## src/rtl/shift_add_mul8.sv

```systemverilog
// Sequential 8x8 unsigned shift-and-add multiplier wrapped around an external 8-bit adder.
// Optional build macro MUL_ZERO_BYPASS_EN: a zero operand skips RUN and completes in one cycle.
module shift_add_mul8 #(
    parameter int WIDTH = 8
) (
    input  logic                 clk,
    input  logic                 rst_n,
    input  logic                 start,
    input  logic [WIDTH-1:0]     multiplicand,
    input  logic [WIDTH-1:0]     multiplier,
    output logic                 busy,
    output logic                 done,
    output logic [2*WIDTH-1:0]   product,
    output logic [WIDTH-1:0]     add_a,
    output logic [WIDTH-1:0]     add_b,
    input  logic [WIDTH-1:0]     add_sum,
    input  logic                 add_cout
);

    localparam int CW = $clog2(WIDTH);
    localparam logic [CW-1:0] LAST_ITER = CW'(WIDTH - 1);

    // The external adder is fixed at 8 bits, so any other width is a build error.
    generate
        if (WIDTH != 8) begin : g_width_check
            $error("shift_add_mul8: WIDTH must be 8 to match the external adder");
        end
    endgenerate

    typedef enum logic [1:0] {
        S_IDLE = 2'd0,
        S_RUN  = 2'd1,
        S_DONE = 2'd2
    } state_t;

    state_t               state_q, state_d;
    logic [WIDTH-1:0]     m_q;
    logic [WIDTH-1:0]     hi_q;
    logic [WIDTH-1:0]     lo_q;
    logic [CW-1:0]        cnt_q;
    logic [2*WIDTH-1:0]   product_q;

    logic                 load;
    logic                 step;
    logic                 finish;
    logic                 bypass;

`ifdef MUL_ZERO_BYPASS_EN
    logic                 zero_op;
    assign zero_op = (multiplicand == '0) || (multiplier == '0);
`endif

    // NOTE: every signal driven here gets a default first, so no path leaves one unassigned (no latch).
    always_comb begin
        state_d = state_q;
        load    = 1'b0;
        step    = 1'b0;
        finish  = 1'b0;
        bypass  = 1'b0;
        case (state_q)
            S_IDLE: begin
                if (start) begin
                    load    = 1'b1;
                    state_d = S_RUN;
`ifdef MUL_ZERO_BYPASS_EN
                    if (zero_op) begin
                        load    = 1'b0;
                        bypass  = 1'b1;
                        state_d = S_DONE;
                    end
`endif
                end
            end
            S_RUN: begin
                step = 1'b1;
                if (cnt_q == LAST_ITER) begin
                    finish  = 1'b1;
                    state_d = S_DONE;
                end
            end
            S_DONE:  state_d = S_IDLE;
            default: state_d = S_IDLE;
        endcase
    end

    // NOTE: sequential state uses non-blocking assignments so all registers update from pre-edge values.
    always_ff @(posedge clk or negedge rst_n) begin
        if (!rst_n) begin
            state_q <= S_IDLE;
        end else begin
            state_q <= state_d;
        end
    end

    // NOTE: every datapath register is reset, so add_a/add_b are defined (zero) straight out of reset.
    always_ff @(posedge clk or negedge rst_n) begin
        if (!rst_n) begin
            m_q   <= '0;
            hi_q  <= '0;
            lo_q  <= '0;
            cnt_q <= '0;
        end else if (load) begin
            m_q   <= multiplicand;
            hi_q  <= '0;
            lo_q  <= multiplier;
            cnt_q <= '0;
        end else if (step) begin
            // The carry drops straight into HI[7]; the separate C bit is always 0 after the shift.
            hi_q  <= {add_cout, add_sum[WIDTH-1:1]};
            lo_q  <= {add_sum[0], lo_q[WIDTH-1:1]};
            cnt_q <= cnt_q + 1'b1;
        end
    end

    // Product captures the post-shift value on the final RUN edge and holds until the next completion.
    always_ff @(posedge clk or negedge rst_n) begin
        if (!rst_n) begin
            product_q <= '0;
        end else if (finish) begin
            product_q <= {add_cout, add_sum, lo_q[WIDTH-1:1]};
        end else if (bypass) begin
            product_q <= '0;
        end
    end

    assign add_a   = hi_q;
    assign add_b   = lo_q[0] ? m_q : '0;
    assign busy    = (state_q == S_RUN);
    assign done    = (state_q == S_DONE);
    assign product = product_q;

endmodule

```

## config.mk

```make
export PLATFORM = sky130hd
export DESIGN_NAME = shift_add_mul8
export DESIGN_NICKNAME = d
export VERILOG_FILES = /design/src/rtl/shift_add_mul8.sv
export SDC_FILE = /design/constraint.sdc
export NUM_CORES = 1
export LEC_CHECK = 0
export CORE_MARGIN = 2
export CORE_UTILIZATION = 49
export DETAILED_ROUTE_END_ITERATION = 10
export GPL_TIMING_DRIVEN = 0
export PLACE_DENSITY = 0.9
export SLEW_MARGIN = 20
export SYNTH_ARGS = -nofsm -noshare
export SYNTH_HDL_FRONTEND = slang
export SYNTH_SLANG_ARGS = --single-unit
```

## constraint.sdc

```tcl
create_clock -name clk -period 4.4 [get_ports clk]
set_input_delay 0.66 -clock clk [delete_from_list [all_inputs] [get_ports clk]]
set_output_delay 0.66 -clock clk [all_outputs]
set_load 0.05 [all_outputs]
```

==> results.json, run 1 <==
{
  "die-area_um2": 4580,
  "vias": 1357,
  "io_pins": 62,
  "start_util_pct": 50.4,
  "path_clk_slew_ns": 0.08,
  "critical-path-top-delay-family": "buffers and inverters",
  "peakVddDrop_mv": 0.554,
  "wire_per_inst_um": 15.3,
  "cts_buffers": 5,
  "synth_cell_types": 22,
  "crit_chain": "buf_4 > and2b_1 > buf_2 > clkdlybuf4s50_1",
  "netlist_area_um2": 1990,
  "synth_compound_area_share_pct": 11.4,
  "clock_sinks": 45,
  "clock-root-buffer": "clkbuf_8",
  "fillers": 276,
  "fin_crit_sh_pct": 65.7,
  "hold_viol_final": 0,
  "antenna_found_initial": 0,
  "grt_start_max_net_pins": 27,
  "cp-end-kind": "output pin",
  "final_common_cell": "clkdlybuf4s50_1",
  "critical_path.startpoint_type": "register",
  "p_leak_nw": 1.24,
  "htreeDepth": 2,
  "cp_data_arrival_time_ns": 2.23,
  "core_um2": 3940,
  "slew_violations": 0,
  "fmax_mhz": 346,
  "antennaDiodeCount": 0,
  "drive_above_1_share_pct": 25.0,
  "synth_xor_area_share_pct": 0,
  "finClkSkew_ns": 0.00626,
  "synth_fa_ha_area_share_pct": 1.26,
  "tightest_slew_ns": 0.511,
  "cts.path.max_buffers": 2,
  "run_status": "completed",
  "die_y_um": 67.7,
  "ys_ff_latch": 45,
  "ant_nets": 0,
  "syn_to_final_growth_pct": 39.7,
  "rows": 23,
  "final_net_count": 237,
  "synth_top_area_cell": "dfrtp_1",
  "min_period_ns": 2.89,
  "dr.pass1.iters": 4,
  "critical_path_buf_inv_count": 3,
  "hold-worst-slack_ns": 0.301,
  "viasPerCell": 5.26,
  "die_width_um": 67.7,
  "cp_slowest_stage_delay_ns": 0.84,
  "final_cell_mix": "clkdlybuf4s50_1, dfrtp_1, mux2_2",
  "gp_congestion": 0.734,
  "overflow": 0,
  "synthTopCellsByArea": "dfrtp_1, mux2_2, mux2_4",
  "hp-class": "in2async",
  "p_per_area_nw_per_um2": 863,
  "drt_iter0_drc": 34,
  "cts_resized": 0,
  "finalSetupViolations": 0,
  "synth_fp_nets": 168,
  "drc": 0,
  "rsz0062_at_grt": "false",
  "setup-tns-final_ns": 0,
  "grt_pass1_wl_um": 6400,
  "ys_warn_count": 0,
  "hpwl_um": 2800,
  "holdBufCountCts": 0,
  "worst_path_max_delay_cell": "clkdlybuf4s50_1",
  "crit_type": "reg2out",
  "clkLatencyLatePin_ns": 0.30,
  "avgSynthCellArea_um2": 14.4,
  "synth_top_family_by_area": "multiplexers",
  "grt_pass1_vias": 1401,
  "cp_max_fo": 10,
  "post_cts_buffers": 0,
  "port-buffer-count": 61,
  "synth.top_cell.area_share_pct": 56.6,
  "drv_cap": 0,
  "cp.required_ns": 3.74,
  "syn_inst": 138,
  "cts_tree": "yes",
  "track_usage_pct": 19.4,
  "yosysSeqAreaShare_pct": 56.6,
  "synth.area.mux_share_pct": 15.9,
  "drt_wl_total_um": 3940,
  "relSlewSlack_pct": 65.8,
  "synth-simple-area-share_pct": 9.63
}
[flip-flops by register name, summed over array words and instances, names as in the netlist]
name	cells
product	16
add_a	8
lo_q	8
m_q	8
cnt_q	3
state_q	2
[logic make-up after synthesis]
group / count (synthesis)
AOI/OAI and AO/OA: 20
adders and majority gates: 2
buffers and inverters: 18
DFF: 45
muxes: 25
and+or+nand+nor: 28
[layout make-up]
type,count,area (um2),area share [%]
plain buffers,8,66.3,2.39
clock buffers,7,96.3,3.47
clock inverters,1,5.00,0.180
inverters,10,37.5,1.35
multi-input cells,75,758,27.3
flip-flops and latches,45,1130,40.5
well taps,50,62.6,2.25
repair buffers,62,626,22.5
[worst reg2reg max path: cells and delay by family (launching register included)]
family        cells  cell delay [ns]
fa+ha+maj         2             0.42
flops             1             0.39
mux               1             0.32
buf+inv           1             0.20
simple gates      1             0.17
[metal layers]
metal | vias up | GRT usage (%) | part of all wire, %
met5 | - | 0 | 0
met4 | 0 | 8.93 | 2.6
met3 | 9 | 5.83 | 8.8
met2 | 63 | 30.0 | 44
met1 | 660 | 25.1 | 44
li1 | 625 | - | -
[synthesized netlist by cell type]
cell type,n
dfrtp_1,45
mux2_2,16
a22o_1,10
inv_1,10
mux2_4,9
and2_1,8
nor2_1,8
a221oi_2,7
nor3b_1,7
buf_6,4
ha_1,2
nor2b_1,2
a21oi_1,1
a222oi_1,1
and2b_1,1
buf_2,1
buf_4,1
clkbuf_1,1
clkbuf_2,1
nand3b_4,1
nor3b_4,1
o21bai_4,1
[final timing paths]
path | to | slack (ns) | cells past startpoint | start
min | cnt_q[1] | 0.30 | 1 | rst_n
max in group asynchronous | cnt_q[0] | 3.62 | 2 | rst_n
min in group clk | m_q[0] | 0.50 | 1 | m_q[0]
max reg2reg | product[10] | 2.79 | 5 | cnt_q[0]
min reg2reg | m_q[0] | 0.50 | 1 | m_q[0]
max | busy | 1.51 | 4 | state_q[1]
[report_power, final]
group | leakage (nW) | internal (mW) | switching (mW)
combinational | 0.659 | 0.573 | 0.814
clock | 0.0542 | 0.142 | 0.135
sequential | 0.525 | 0.611 | 0.123
[through the flow]
| step | util [%] | instances | instance area [um2] | total power [mW] | setup slack (ns) |
|---|---|---|---|---|---|
| finish | 70.5 | 258 | 2780 | 2.40 | 1.51 |
| global route | 70.5 | 258 | 2780 | 2.52 | 1.42 |
| CTS | 70.5 | 258 | 2780 | 2.42 | 1.49 |
| detailed placement | 67.9 | 250 | 2680 | 2.13 | 1.84 |
| global placement | 67.5 | 249 | 2660 | 2.10 | 1.53 |
| floorplan | - | 138 | 1990 | 1.70 | 2.23 |
No activity file was read; power rests on OpenSTA's default activity.
==> run 2: changes to the inputs <==
--- a/config.mk
+++ b/config.mk
@@ -6,10 +6,10 @@
 export NUM_CORES = 1
 export LEC_CHECK = 0
 export CORE_MARGIN = 2
-export CORE_UTILIZATION = 49
+export CORE_UTILIZATION = 41
 export DETAILED_ROUTE_END_ITERATION = 10
 export GPL_TIMING_DRIVEN = 0
-export PLACE_DENSITY = 0.9
+export PLACE_DENSITY = 0.81
 export SLEW_MARGIN = 20
 export SYNTH_ARGS = -nofsm -noshare
 export SYNTH_HDL_FRONTEND = slang
==> constraint.sdc (replaced) <==
create_clock -name clk -period 2.39 [get_ports clk]
set_input_delay 0.3585 -clock clk [delete_from_list [all_inputs] [get_ports clk]]
set_output_delay 0.3585 -clock clk [all_outputs]
set_load 0.05 [all_outputs]
==> run 2 against run 1 <==
  * Wire length fell by 0.33%
  * Clock power increased by 57%
  * Global-route usage shrank 3.9 points
  * Sequential power grew 83%
  * Sequential share of layout area is 0.17 points higher
  * Core utilization is 11 points lower
  * Cell count up 1.6%
  * Combinational power rose by 83%
  * Worst hold slack worse by 0.22 ns
  * Flip-flop and latch count stayed put
  * Critical endpoint unchanged
==> results.json, run 2 (same netlist as run 1, synthesis figures left out) <==
{
  "run_status": "completed",
  "syn_to_final_growth_pct": 39.1,
  "drt_iter0_drc": 22,
  "p_per_area_nw_per_um2": 1560,
  "cp-end-kind": "output pin",
  "die-area_um2": 5420,
  "reg2reg_from": "cnt_q[0]",
  "final_common_cell": "clkdlybuf4s50_1",
  "worst_path_max_delay_cell": "dlygate4sd2_1",
  "hold_viol_final": 0,
  "relSlewSlack_pct": 59.3,
  "cp_data_arrival_time_ns": 1.91,
  "htreeDepth": 2,
  "cts.path.max_buffers": 2,
  "wire_per_inst_um": 15.0,
  "critical-path-top-delay-family": "buffers and inverters",
  "finClkSkew_ns": 0.00636,
  "slew_violations": 0,
  "die_y_um": 73.6,
  "p_leak_nw": 1.23,
  "crit_chain": "buf_4 > and2b_1 > buf_2 > dlygate4sd2_1",
  "r2r_setup_slack_ns": 0.76,
  "final_net_count": 237,
  "cp_slowest_stage_delay_ns": 0.56,
  "post_cts_buffers": 0,
  "drv_cap": 0,
  "dp_slack_ns": 0.147,
  "finalSetupViolations": 0,
  "fmax_mhz": 440,
  "rsz0062_at_grt": "false",
  "critical_path.startpoint_type": "register",
  "cp_max_fo": 10,
  "clock_sinks": 45,
  "grt_pass1_wl_um": 6330,
  "place_inst": 254,
  "io_pins": 62,
  "overflow": 0,
  "drc": 0,
  "die_width_um": 73.6,
  "antennaDiodeCount": 0,
  "clkLatencyLatePin_ns": 0.28,
  "dr.pass1.iters": 4,
  "worst-r2r-cell-count": 5,
  "cts_tree": "yes",
  "path_clk_slew_ns": 0.08,
  "ant_nets": 0,
  "port-buffer-count": 61,
  "antenna_found_initial": 0,
  "crit_type": "reg2out",
  "min_period_ns": 2.27,
  "cts_buffers": 5,
  "grt_pass1_vias": 1331,
  "reg2reg_to": "product[8]",
  "grt_start_max_net_pins": 27,
  "peakVddDrop_mv": 0.796,
  "fin_crit_sh_pct": 95.0,
  "stdcell_count": 262,
  "drive_above_1_share_pct": 23.6,
  "holdBufCountCts": 0,
  "hpwl_um": 2780,
  "total_power_mw": 4.32,
  "gp_congestion": 0.737,
  "cp.required_ns": 2.03,
  "vias": 1310,
  "largest_register_ffs": 16,
  "final_cell_mix": "clkdlybuf4s50_1, dfrtp_1, mux2_2",
  "core_um2": 4690,
  "rows": 25,
  "viasPerCell": 5.00,
  "track_usage_pct": 15.6,
  "finalWorstSetupSlack_ns": 0.120,
  "hp-class": "in2async",
  "clock-root-buffer": "clkbuf_8",
  "tightest_slew_ns": 0.611,
  "critical_path_buf_inv_count": 3,
  "drt_wl_total_um": 3930,
  "start_util_pct": 42.4
}
run 2: cell count changes in the layout (fill, tap and decap cells not counted), sizes merged:
| cell | delta |
|---|---|
| clkdlybuf4s50 | -2 |
| clkinv | -1 |
| dlygate4sd2 | +2 |
| clkbuf | +1 |
run 2: layer usage:
metal  track usage, %  routed length, um  up-vias
met5                0                  0        -
met4             5.45                 41        0
met3             3.98                195        2
met2             24.6               1880       37
met1             20.8               1810      647
li1                 -                  -      624
run 2: power breakdown:
group,switching (mW),leakage [nW],total [mW],internal [mW]
Sequential,0.213,0.525,1.34,1.13
Clock,0.227,0.0395,0.435,0.208
Combinational,1.49,0.667,2.54,1.05
Total,1.93,1.23,4.32,2.38
run 2: worst max-delay path by stage:
stage          slack [ns]          end  depth (start not counted)        from
2_1_floorplan        0.52         done                          3  state_q[1]
3_3_place_gp        -0.24  product[10]                          1       rst_n
3_5_place_dp         0.15         busy                          4  state_q[1]
4_1_cts              0.10         busy                          4  state_q[1]
5_1_grt              0.04         busy                          4  state_q[1]
6_report             0.12         busy                          4  state_q[1]
run 2: timing repair:
action | in CTS | in global routing
resized for setup | 2 | 0
endpoints found under the hold margin | 0 | 0
setup endpoints to repair | 2 | 0
run 2: cell type report:
class	count	area, um2
Timing Repair Buffer	62	631
Multi-Input combinational cell	75	758
Buffer	8	66.3
Sequential cell	45	1130
Fill cell	414	1930
Tap cell	54	67.6
Clock buffer	8	80.1
Inverter	10	37.5
run 2: per-stage QoR:
step           instance area (um2)  TNS (ns)  util [%]  hold slack, ns
2_1_floorplan                 1990         0         -          0.0629
3_3_place_gp                  2670    -10.79      56.8           0.481
3_5_place_dp                  2690         0      57.3           0.405
4_1_cts                       2770         0      59.0          0.0897
5_1_grt                       2770         0      59.0           0.113
6_report                      2770         0      59.0          0.0814
==> run 3: changes to the inputs <==
==> constraint.sdc (replaced) <==
create_clock -name clk -period 2.39 [get_ports clk]
set_input_delay 0.3585 -clock clk [delete_from_list [all_inputs] [get_ports clk]]
set_output_delay 0.3585 -clock clk [all_outputs]
set_load 0.02 [all_outputs]
==> run 3 against run 2 <==
  * Sequential power about the same
  * Fmax grew 12%
  * Cell count decreased by 0.38%
  * Largest cell class unchanged
==> results.json, run 3 (same netlist as run 1, synthesis figures left out) <==
{
  "overflow": 0,
  "htreeDepth": 2,
  "viasPerCell": 5.03,
  "clock-root-buffer": "clkbuf_8",
  "worst_path_max_delay_cell": "dfrtp_1",
  "die_width_um": 73.6,
  "reg2reg_to": "product[8]",
  "min_period_ns": 2.04,
  "final_core_util_pct": 59.0,
  "die_y_um": 73.6,
  "critical_path.startpoint_type": "register",
  "path_clk_slew_ns": 0.08,
  "final_cell_mix": "clkdlybuf4s50_1, dfrtp_1, mux2_2",
  "vias": 1312,
  "dp_slack_ns": 0.347,
  "multi_input_area_um2": 758,
  "cp_data_arrival_time_ns": 1.68,
  "final_common_cell": "clkdlybuf4s50_1",
  "wire_per_inst_um": 15.2,
  "relSlewSlack_pct": 59.0,
  "slew_violations": 0,
  "fin_crit_sh_pct": 85.2,
  "fmax_mhz": 491,
  "gp_congestion": 0.737,
  "drt_iter0_drc": 24,
  "core_um2": 4690,
  "total_power_mw": 3.69,
  "crit_chain": "buf_4 > and2b_1 > buf_2 > dlymetal6s2s_1",
  "holdBufCountCts": 0,
  "track_usage_pct": 15.6,
  "post_cts_buffers": 0,
  "clock_sinks": 45,
  "cp-end-kind": "output pin",
  "r2r_setup_slack_ns": 0.76,
  "final_net_count": 236,
  "largest_register_ffs": 16,
  "fillers": 412,
  "rsz0062_at_grt": "false",
  "run_status": "completed",
  "antenna_found_initial": 0,
  "grt_pass1_vias": 1331,
  "finClkSkew_ns": 0.00790,
  "rows": 25,
  "tightest_slew_ns": 0.615,
  "cts_buffers": 5,
  "drive_above_1_share_pct": 23.7,
  "hp-class": "in2async",
  "p_per_area_nw_per_um2": 1330,
  "hpwl_um": 2780,
  "finalSetupViolations": 0,
  "drv_cap": 0,
  "start_util_pct": 42.4,
  "grt_start_max_net_pins": 27,
  "finalWorstSetupSlack_ns": 0.354,
  "peakVddDrop_mv": 0.693,
  "grt_pass1_wl_um": 6330,
  "drc": 0,
  "p_leak_nw": 1.23,
  "crit_type": "reg2out",
  "cts.path.max_buffers": 2,
  "die-area_um2": 5420,
  "drt_wl_total_um": 3960,
  "clkLatencyLatePin_ns": 0.28,
  "cp_max_fo": 19,
  "cp.required_ns": 2.03,
  "syn_to_final_growth_pct": 39.2,
  "reg2reg_from": "cnt_q[0]",
  "io_pins": 62,
  "dr.pass1.iters": 4,
  "cp_slowest_stage_delay_ns": 0.38,
  "ant_nets": 0,
  "cts_tree": "yes",
  "hold_viol_final": 0,
  "worst-r2r-cell-count": 5,
  "seq_area_um2": 1130,
  "port-buffer-count": 61,
  "antennaDiodeCount": 0
}
[run 3: changes by cell type in the layout (fill, tap and decap cells not counted), sizes merged]
cell and change:
clkbuf -1, dlygate4sd2 -2, clkdlybuf4s50 +1, dlymetal6s2s +1
[run 3: final cells by class]
type / count / area share, %
Sequential cell: 45 / 40.7
Multi-Input combinational cell: 75 / 27.4
Timing Repair Buffer: 62 / 23.0
Clock buffer: 8 / 2.89
Tap cell: 54 / 2.44
Buffer: 7 / 2.26
Inverter: 10 / 1.36
[run 3: worst max-delay path, delay by kind of cell (launching register included)]
kind	cells	cell delay (ns)
buffers and inverters	3	0.74
flip-flops	1	0.38
AND/OR/NAND/NOR	1	0.26
[run 3: how the worst max path moves through the flow]
stage,end,cells after the start,startpoint
2_1_floorplan,product[10],5,cnt_q[0]
4_1_cts,busy,4,state_q[1]
3_5_place_dp,busy,4,state_q[1]
5_1_grt,busy,4,state_q[1]
3_3_place_gp,product[10],1,rst_n
6_report,busy,4,state_q[1]
[run 3: metal layers]
layer	part of all wire, %	up-vias	global-route usage, %
met5	0	-	0
met4	1.0	0	5.45
met3	4.7	2	3.98
met2	47	35	24.6
met1	47	654	20.8
li1	-	621	-
[run 3: what timing repair did]
item | CTS | global route
hold endpoints to repair | 0 | 0
setup endpoints to repair | 0 | 2
resized for setup | 0 | 1
[run 3: stage by stage]
stage,TNS (ns),instances,instance area [um2],hold slack (ns)
floorplan,0,138,1990,0.0629
global placement,-10.79,253,2670,0.481
detailed placement,0,254,2690,0.405
CTS,0,262,2770,0.0897
global route,0,261,2770,0.113
finish,0,261,2770,0.0826
[run 3: report_power, final]
group          switching (mW)  internal, mW
clock                   0.230         0.208
sequential              0.214          1.13
combinational           0.855          1.06
total                    1.30          2.39
